**src/rtl/fwd_hazard_if.sv**
```systemverilog
// Bus bundle for fwd_hazard_tracker: decode-side issue, stage result buses, read ports and status outputs.
interface fwd_hazard_if #(
  parameter int DW     = 32,
  parameter int AW     = 5,
  parameter int STAGES = 3,
  parameter int NRD    = 2,
  parameter int TW     = 2
);
  // Handshake: issue_valid qualifies issue_a3/issue_tnew for one cycle. The write is
  // accepted on the rising edge only when stall is low in that cycle (stall acts as
  // the inverted ready). A request offered while stall is high is dropped, and decode
  // must present it again.
  logic                 flush;
  logic                 issue_valid;
  logic [AW-1:0]        issue_a3;
  logic [TW-1:0]        issue_tnew;
  logic [STAGES*DW-1:0] stage_wd;
  logic [NRD*AW-1:0]    rd_addr;
  logic [NRD*TW-1:0]    rd_tuse;
  logic [NRD*DW-1:0]    rd_val0;
  logic [NRD*DW-1:0]    rd_val1;
  logic [NRD-1:0]       rd_pending;
  logic                 stall;
  logic [31:0]          stall_cnt;
  logic [31:0]          fwd_cnt;

  modport master (
    output flush, issue_valid, issue_a3, issue_tnew, stage_wd, rd_addr, rd_tuse, rd_val0,
    input  rd_val1, rd_pending, stall, stall_cnt, fwd_cnt
  );

  modport slave (
    input  flush, issue_valid, issue_a3, issue_tnew, stage_wd, rd_addr, rd_tuse, rd_val0,
    output rd_val1, rd_pending, stall, stall_cnt, fwd_cnt
  );
endinterface

```
**src/rtl/fwd_hazard_tracker.sv**
```systemverilog
// Tnew/Tuse hazard tracker and forwarding unit beside decode.
// Optional statistics counters are built when FWD_STATS_EN is defined.
module fwd_hazard_tracker #(
  parameter int DW     = 32,
  parameter int AW     = 5,
  parameter int STAGES = 3,
  parameter int NRD    = 2,
  parameter int TW     = 2
) (
  input  logic          clk,
  input  logic          rst_n,
  fwd_hazard_if.slave   bus
);

  logic [STAGES-1:0] ent_v;
  logic [AW-1:0]     ent_a3   [STAGES];
  logic [TW-1:0]     ent_tnew [STAGES];

  logic [NRD-1:0] match;
  logic [NRD-1:0] fwd;
  logic [TW-1:0]  m_tnew [NRD];
  logic [DW-1:0]  m_wd   [NRD];
  logic           stall_int;

  function automatic logic [TW-1:0] sat_dec(input logic [TW-1:0] t);
    return (t == '0) ? '0 : t - TW'(1);
  endfunction

  // Entries keep shifting while stalled; only the decode-side insert becomes a bubble.
  always_ff @(posedge clk or negedge rst_n) begin
    if (!rst_n) begin
      ent_v <= '0;
      for (int i = 0; i < STAGES; i++) begin
        ent_a3[i]   <= '0;
        ent_tnew[i] <= '0;
      end
    end else if (bus.flush) begin
      ent_v <= '0;
    end else begin
      for (int i = 1; i < STAGES; i++) begin
        ent_v[i]    <= ent_v[i-1];
        ent_a3[i]   <= ent_a3[i-1];
        ent_tnew[i] <= sat_dec(ent_tnew[i-1]);
      end
      ent_v[0]    <= bus.issue_valid && (bus.issue_a3 != '0) && !stall_int;
      ent_a3[0]   <= bus.issue_a3;
      ent_tnew[0] <= bus.issue_tnew;
    end
  end

  // Scan oldest to youngest so the youngest matching entry is the one left standing.
  always_comb begin
    match = '0;
    for (int p = 0; p < NRD; p++) begin
      m_tnew[p] = '0;
      m_wd[p]   = '0;
      for (int i = STAGES - 1; i >= 0; i--) begin
        if (ent_v[i] && (ent_a3[i] == bus.rd_addr[p*AW +: AW]) &&
            (bus.rd_addr[p*AW +: AW] != '0)) begin
          match[p]  = 1'b1;
          m_tnew[p] = ent_tnew[i];
          m_wd[p]   = bus.stage_wd[i*DW +: DW];
        end
      end
    end
  end

  always_comb begin
    stall_int      = 1'b0;
    fwd            = '0;
    bus.rd_val1    = bus.rd_val0;
    bus.rd_pending = '0;
    for (int p = 0; p < NRD; p++) begin
      if (match[p]) begin
        if (m_tnew[p] == '0) begin
          fwd[p]                   = 1'b1;
          bus.rd_val1[p*DW +: DW]  = m_wd[p];
        end else begin
          bus.rd_pending[p] = 1'b1;
        end
        if (m_tnew[p] > bus.rd_tuse[p*TW +: TW]) stall_int = 1'b1;
      end
    end
  end

  assign bus.stall = stall_int;

`ifdef FWD_STATS_EN
  logic [31:0] stall_cnt_q;
  logic [31:0] fwd_cnt_q;
  logic [31:0] fwd_now;

  always_comb begin
    fwd_now = '0;
    for (int p = 0; p < NRD; p++) fwd_now = fwd_now + 32'(fwd[p]);
  end

  always_ff @(posedge clk or negedge rst_n) begin
    if (!rst_n) begin
      stall_cnt_q <= '0;
      fwd_cnt_q   <= '0;
    end else begin
      if (stall_int && !bus.flush) stall_cnt_q <= stall_cnt_q + 32'd1;
      fwd_cnt_q <= fwd_cnt_q + fwd_now;
    end
  end

  assign bus.stall_cnt = stall_cnt_q;
  assign bus.fwd_cnt   = fwd_cnt_q;
`else
  assign bus.stall_cnt = 32'd0;
  assign bus.fwd_cnt   = 32'd0;
`endif

endmodule

```
**src/flat_wrapper.sv**
```systemverilog
// flat-port wrapper written by rule: the top's interface ports become plain ports
module fwd_hazard_tracker_flat 
#(
  parameter int DW     = 32,
  parameter int AW     = 5,
  parameter int STAGES = 3,
  parameter int NRD    = 2,
  parameter int TW     = 2
)
  (clk, rst_n, bus_flush, bus_issue_valid, bus_issue_a3, bus_issue_tnew, bus_stage_wd, bus_rd_addr, bus_rd_tuse, bus_rd_val0, bus_rd_val1, bus_rd_pending, bus_stall, bus_stall_cnt, bus_fwd_cnt);
  fwd_hazard_if #(.DW(DW), .AW(AW), .STAGES(STAGES), .NRD(NRD), .TW(TW)) bus_i ();
  input  logic clk;
  input  logic rst_n;
  input wire logic [$bits(bus_i.flush)-1:0] bus_flush;
  input wire logic [$bits(bus_i.issue_valid)-1:0] bus_issue_valid;
  input wire logic [$bits(bus_i.issue_a3)-1:0] bus_issue_a3;
  input wire logic [$bits(bus_i.issue_tnew)-1:0] bus_issue_tnew;
  input wire logic [$bits(bus_i.stage_wd)-1:0] bus_stage_wd;
  input wire logic [$bits(bus_i.rd_addr)-1:0] bus_rd_addr;
  input wire logic [$bits(bus_i.rd_tuse)-1:0] bus_rd_tuse;
  input wire logic [$bits(bus_i.rd_val0)-1:0] bus_rd_val0;
  output wire logic [$bits(bus_i.rd_val1)-1:0] bus_rd_val1;
  output wire logic [$bits(bus_i.rd_pending)-1:0] bus_rd_pending;
  output wire logic [$bits(bus_i.stall)-1:0] bus_stall;
  output wire logic [$bits(bus_i.stall_cnt)-1:0] bus_stall_cnt;
  output wire logic [$bits(bus_i.fwd_cnt)-1:0] bus_fwd_cnt;
  assign bus_i.flush = bus_flush;
  assign bus_i.issue_valid = bus_issue_valid;
  assign bus_i.issue_a3 = bus_issue_a3;
  assign bus_i.issue_tnew = bus_issue_tnew;
  assign bus_i.stage_wd = bus_stage_wd;
  assign bus_i.rd_addr = bus_rd_addr;
  assign bus_i.rd_tuse = bus_rd_tuse;
  assign bus_i.rd_val0 = bus_rd_val0;
  assign bus_rd_val1 = bus_i.rd_val1;
  assign bus_rd_pending = bus_i.rd_pending;
  assign bus_stall = bus_i.stall;
  assign bus_stall_cnt = bus_i.stall_cnt;
  assign bus_fwd_cnt = bus_i.fwd_cnt;
  fwd_hazard_tracker #(.DW(DW), .AW(AW), .STAGES(STAGES), .NRD(NRD), .TW(TW)) u_core (.clk(clk), .rst_n(rst_n), .bus(bus_i));
endmodule
```
**config.mk**
```make
export PLATFORM = sky130hd
export DESIGN_NAME = fwd_hazard_tracker_flat
export DESIGN_NICKNAME = d
export VERILOG_FILES = /design/src/rtl/fwd_hazard_if.sv /design/src/rtl/fwd_hazard_tracker.sv /design/src/flat_wrapper.sv
export SDC_FILE = /design/constraint.sdc
export NUM_CORES = 1
export LEC_CHECK = 0
export ABC_CLOCK_PERIOD_IN_PS = 3190
export BUFFER_PORTS_ARGS = -buffer_cell sky130_fd_sc_hd__buf_2
export CAP_MARGIN = 20
export CORE_ASPECT_RATIO = 1.5
export CORE_MARGIN = 2
export CORE_UTILIZATION = 30
export DETAILED_ROUTE_END_ITERATION = 8
export GPL_ROUTABILITY_DRIVEN = 0
export PLACE_DENSITY_LB_ADDON = 0.3
export RECOVER_POWER = 100
export SYNTH_ARGS = -nofsm -noshare
export SYNTH_HDL_FRONTEND = slang
export SYNTH_SLANG_ARGS = --single-unit
```
**constraint.sdc**
```tcl
create_clock -name clk -period 3.19 [get_ports clk]
set_input_delay 0.319 -clock clk [delete_from_list [all_inputs] [get_ports clk]]
set_output_delay 0.319 -clock clk [all_outputs]
set_load 0.05 [all_outputs]
```
==> reports/summary.txt <==
Fin. max-slew vios: 0
Crit path cell chain: xor2_1 -> nor3_1 -> and3b_1 -> nand2_2 -> o21a_4 -> o221ai_4 -> buf_12 -> mux2_2 -> buf_2
CTS sink count: 24
Worst-margin pin slew: 1330 ps
Post-synthesis cell count: 591
CTS tree: yes
Post-synth top area cell: dfrtp_1
Achievable Freq: 324 MHz
Fin cells: 1023
CTS H-tree depth: 1
Buffers added on ports: 251
Overall die width: 103 um
DRT Wirelength: 16.7 mm
DIE HEIGHT: 152 um
Clk_lat worst skew: 270 ps
CORE AREA: 14400 um2
Via Count: 4898
Critical Path Max Stage Delay: 430 ps
Dominant cells by area after synthesis: dfrtp_1 14%, nand2_1 13%, buf_4 11%
Clock-pin slew on the worst setup and hold paths: 60 ps
# rows: 54
Detail Route Antenna Nets: 0
CP max-delay cell: dfrtp_1
Max-cap viol count: 0
Yosys cell types: 48
GR peak layer: met2
Area Growth Syn to Fin: 34.3%
GR Overflow Total: 0
Count leader, synth: nand2_1
M1 GR Usage: 21.8%
Fill count: 1580
DR iter-0 viols: 222
Synth top area share: 13.7%
DRC: 0
Worst EP arrival: 2760 ps
Final Hold Vio Count: 0
Flops & latches, synth: 24
Fin nets: 1011
Root Buffer: clkbuf_16
Post-synth top flop: dfrtp_1
Vias/cell: 4.79
Fraction of final layout cells sized beyond drive strength 1: 41.3%
Hold WS: 280 ps
M2 GR Usage: 37.7%
EDFF count, synth: 0
Worst path bufs/invs: 2
# setup viols final: 0
Status: finished clean
Vias in the first global route: 4653
Clock Skews: 4.33 ps
Min cycle time layout: 3080 ps
Crit. End Element: output pin
CTS Buf Count: 3
Setup crit start kind: register
Drt pass-1 iters: 4
Largest delay share family, worst path: simple AND/OR/NAND/NOR gates
Slew HR: 11.6%
WL/cell: 16.3 um
HP Class: input port to register
First-pass GRT wire length: 24.2 mm
GRT Total Usage: 19.8%
Clk buf depth: 2
Leakage: 2.65 nW
RSZ-0062 raised after global routing: yes
WS Path Type: register to output pin
Detailed Place HPWL: 12.8 mm
Initial antenna violation count: 7
GR met3 Demand/Resource: 1.89%
Top-level I/O count: 316
Initial Util: 30.4%
Worst Path Required: 2870 ps
Inst Count DP: 1010
Die area: 15600 um2
Synthesized area per cell: 7.41 um2
Critical Path Fanout Max: 16
Peak VDD IR: 0.485 mV
CTS Hold Bufs: 0
Largest net degree at the start of global routing: 35
Synthesized cell area: 4380 um2
Crit share post-route: 96.7%
Power Dens Cells: 272 nW/um2
Final setup TNS: 0 ps
Register area share after synthesis: 13.7%
Async SR Flop Fraction: 100%
Commonest cells in the netlist: 146 x nand2_1, 64 x buf_4, 56 x o21ai_0
Ys Warns: 0
Post-layout util: 40.9%
==> timing repair <==
item                       CTS  global route
resized for setup            0            19
setup buffers                0             2
setup endpoints to repair    0            61
==> area by class of cell <==
cell class	instances	area (um2)	area share, %
multi-input combinational	517	3420	58.1
timing repair buffer	270	1490	25.4
sequential	24	601	10.2
tap	196	245	4.17
clock buffer	4	88.8	1.51
inverter	6	22.5	0.383
antenna	6	15.0	0.255
==> flip-flops by register name, indices dropped and copies added, names as in the netlist <==
register         flops
u_core.ent_a3       15
u_core.ent_v         3
u_core.ent_tnew      6
==> cells by family after synthesis <==
kind of cell,after synthesis,synth area share [%]
fa+ha+maj,4,1.14
other cells,1,0.0857
flops,24,13.7
simple gates,188,18.7
mux,81,22.5
buf+inv,113,15.9
compound gates,150,22.0
xor+xnor,30,6.00
==> per-layer routing <==
layer	wire, um	part of all wire [%]	vias to the layer above
li1	-	-	2425
met1	5920	35	2198
met2	9050	54	239
met3	1180	7.1	34
met4	531	3.2	2
met5	13	0.078	-
==> worst paths after layout <==
kind                               startpoint                  to  slack, ps  cells past startpoint
max                          u_core.ent_a3[0]     bus_rd_val1[32]        110                      9
min                         bus_issue_tnew[0]  u_core.ent_tnew[4]        280                      2
max reg2reg                  u_core.ent_a3[6]     u_core.ent_v[0]        580                     12
min reg2reg                u_core.ent_tnew[0]  u_core.ent_tnew[0]        480                      2
max in group asynchronous               rst_n  u_core.ent_tnew[0]       2110                      1
min in group asynchronous               rst_n    u_core.ent_a3[1]        320                      1
==> cells in the final DEF (no fill, tap or decap), types with 3 or more instances in the layout <==
cell	count
clkbuf_4	4
xor2_1	10
buf_2	213
a21oi_1	5
diode_2	6
clkbuf_2	30
buf_12	5
o22a_1	32
nor2_1	9
nand3_1	4
mux2_2	19
inv_1	6
buf_4	11
mux2_4	30
o21ai_1	15
clkbuf_16	4
conb_1	64
ha_1	4
nor4_2	3
nand2_1	146
o22ai_1	32
mux2i_1	32
xnor2_1	19
o21ai_0	56
clkbuf_1	4
dfrtp_1	24
==> through the flow <==
| stage | setup slack [ps] | area [um2] | power, W |
|---|---|---|---|
| floorplan | -85.7 | 4610 | 0.00108 |
| global placement | 125 | 5660 | 0.00128 |
| detailed placement | 98.6 | 5660 | 0.00129 |
| CTS | 23.5 | 5750 | 0.00159 |
| global route | -23.5 | 5880 | 0.00169 |
| finish | 106 | 5880 | 0.00160 |
==> power breakdown <==
part	total (W)	leakage [nW]	switching, W	internal [W]
clock	0.000299	0.0442	0.000107	0.000192
sequential	0.000397	0.293	0.0000546	0.000342
combinational	0.000903	2.31	0.000613	0.000290
total	0.00160	2.65	0.000775	0.000824
==> worst register-to-register path: stages, from the launching register on <==
cell and delay, ps:
dfrtp_1 430, xor2_1 190, nor2_1 150, or4b_4 500
nand2_2 110, o21a_4 150, nor2_1 50, ha_1 280
a21oi_1 130, a21oi_1 50, o21ai_0 70, nand2_1 120
nor4b_1 270
No activity file was read; power rests on OpenSTA's default activity.
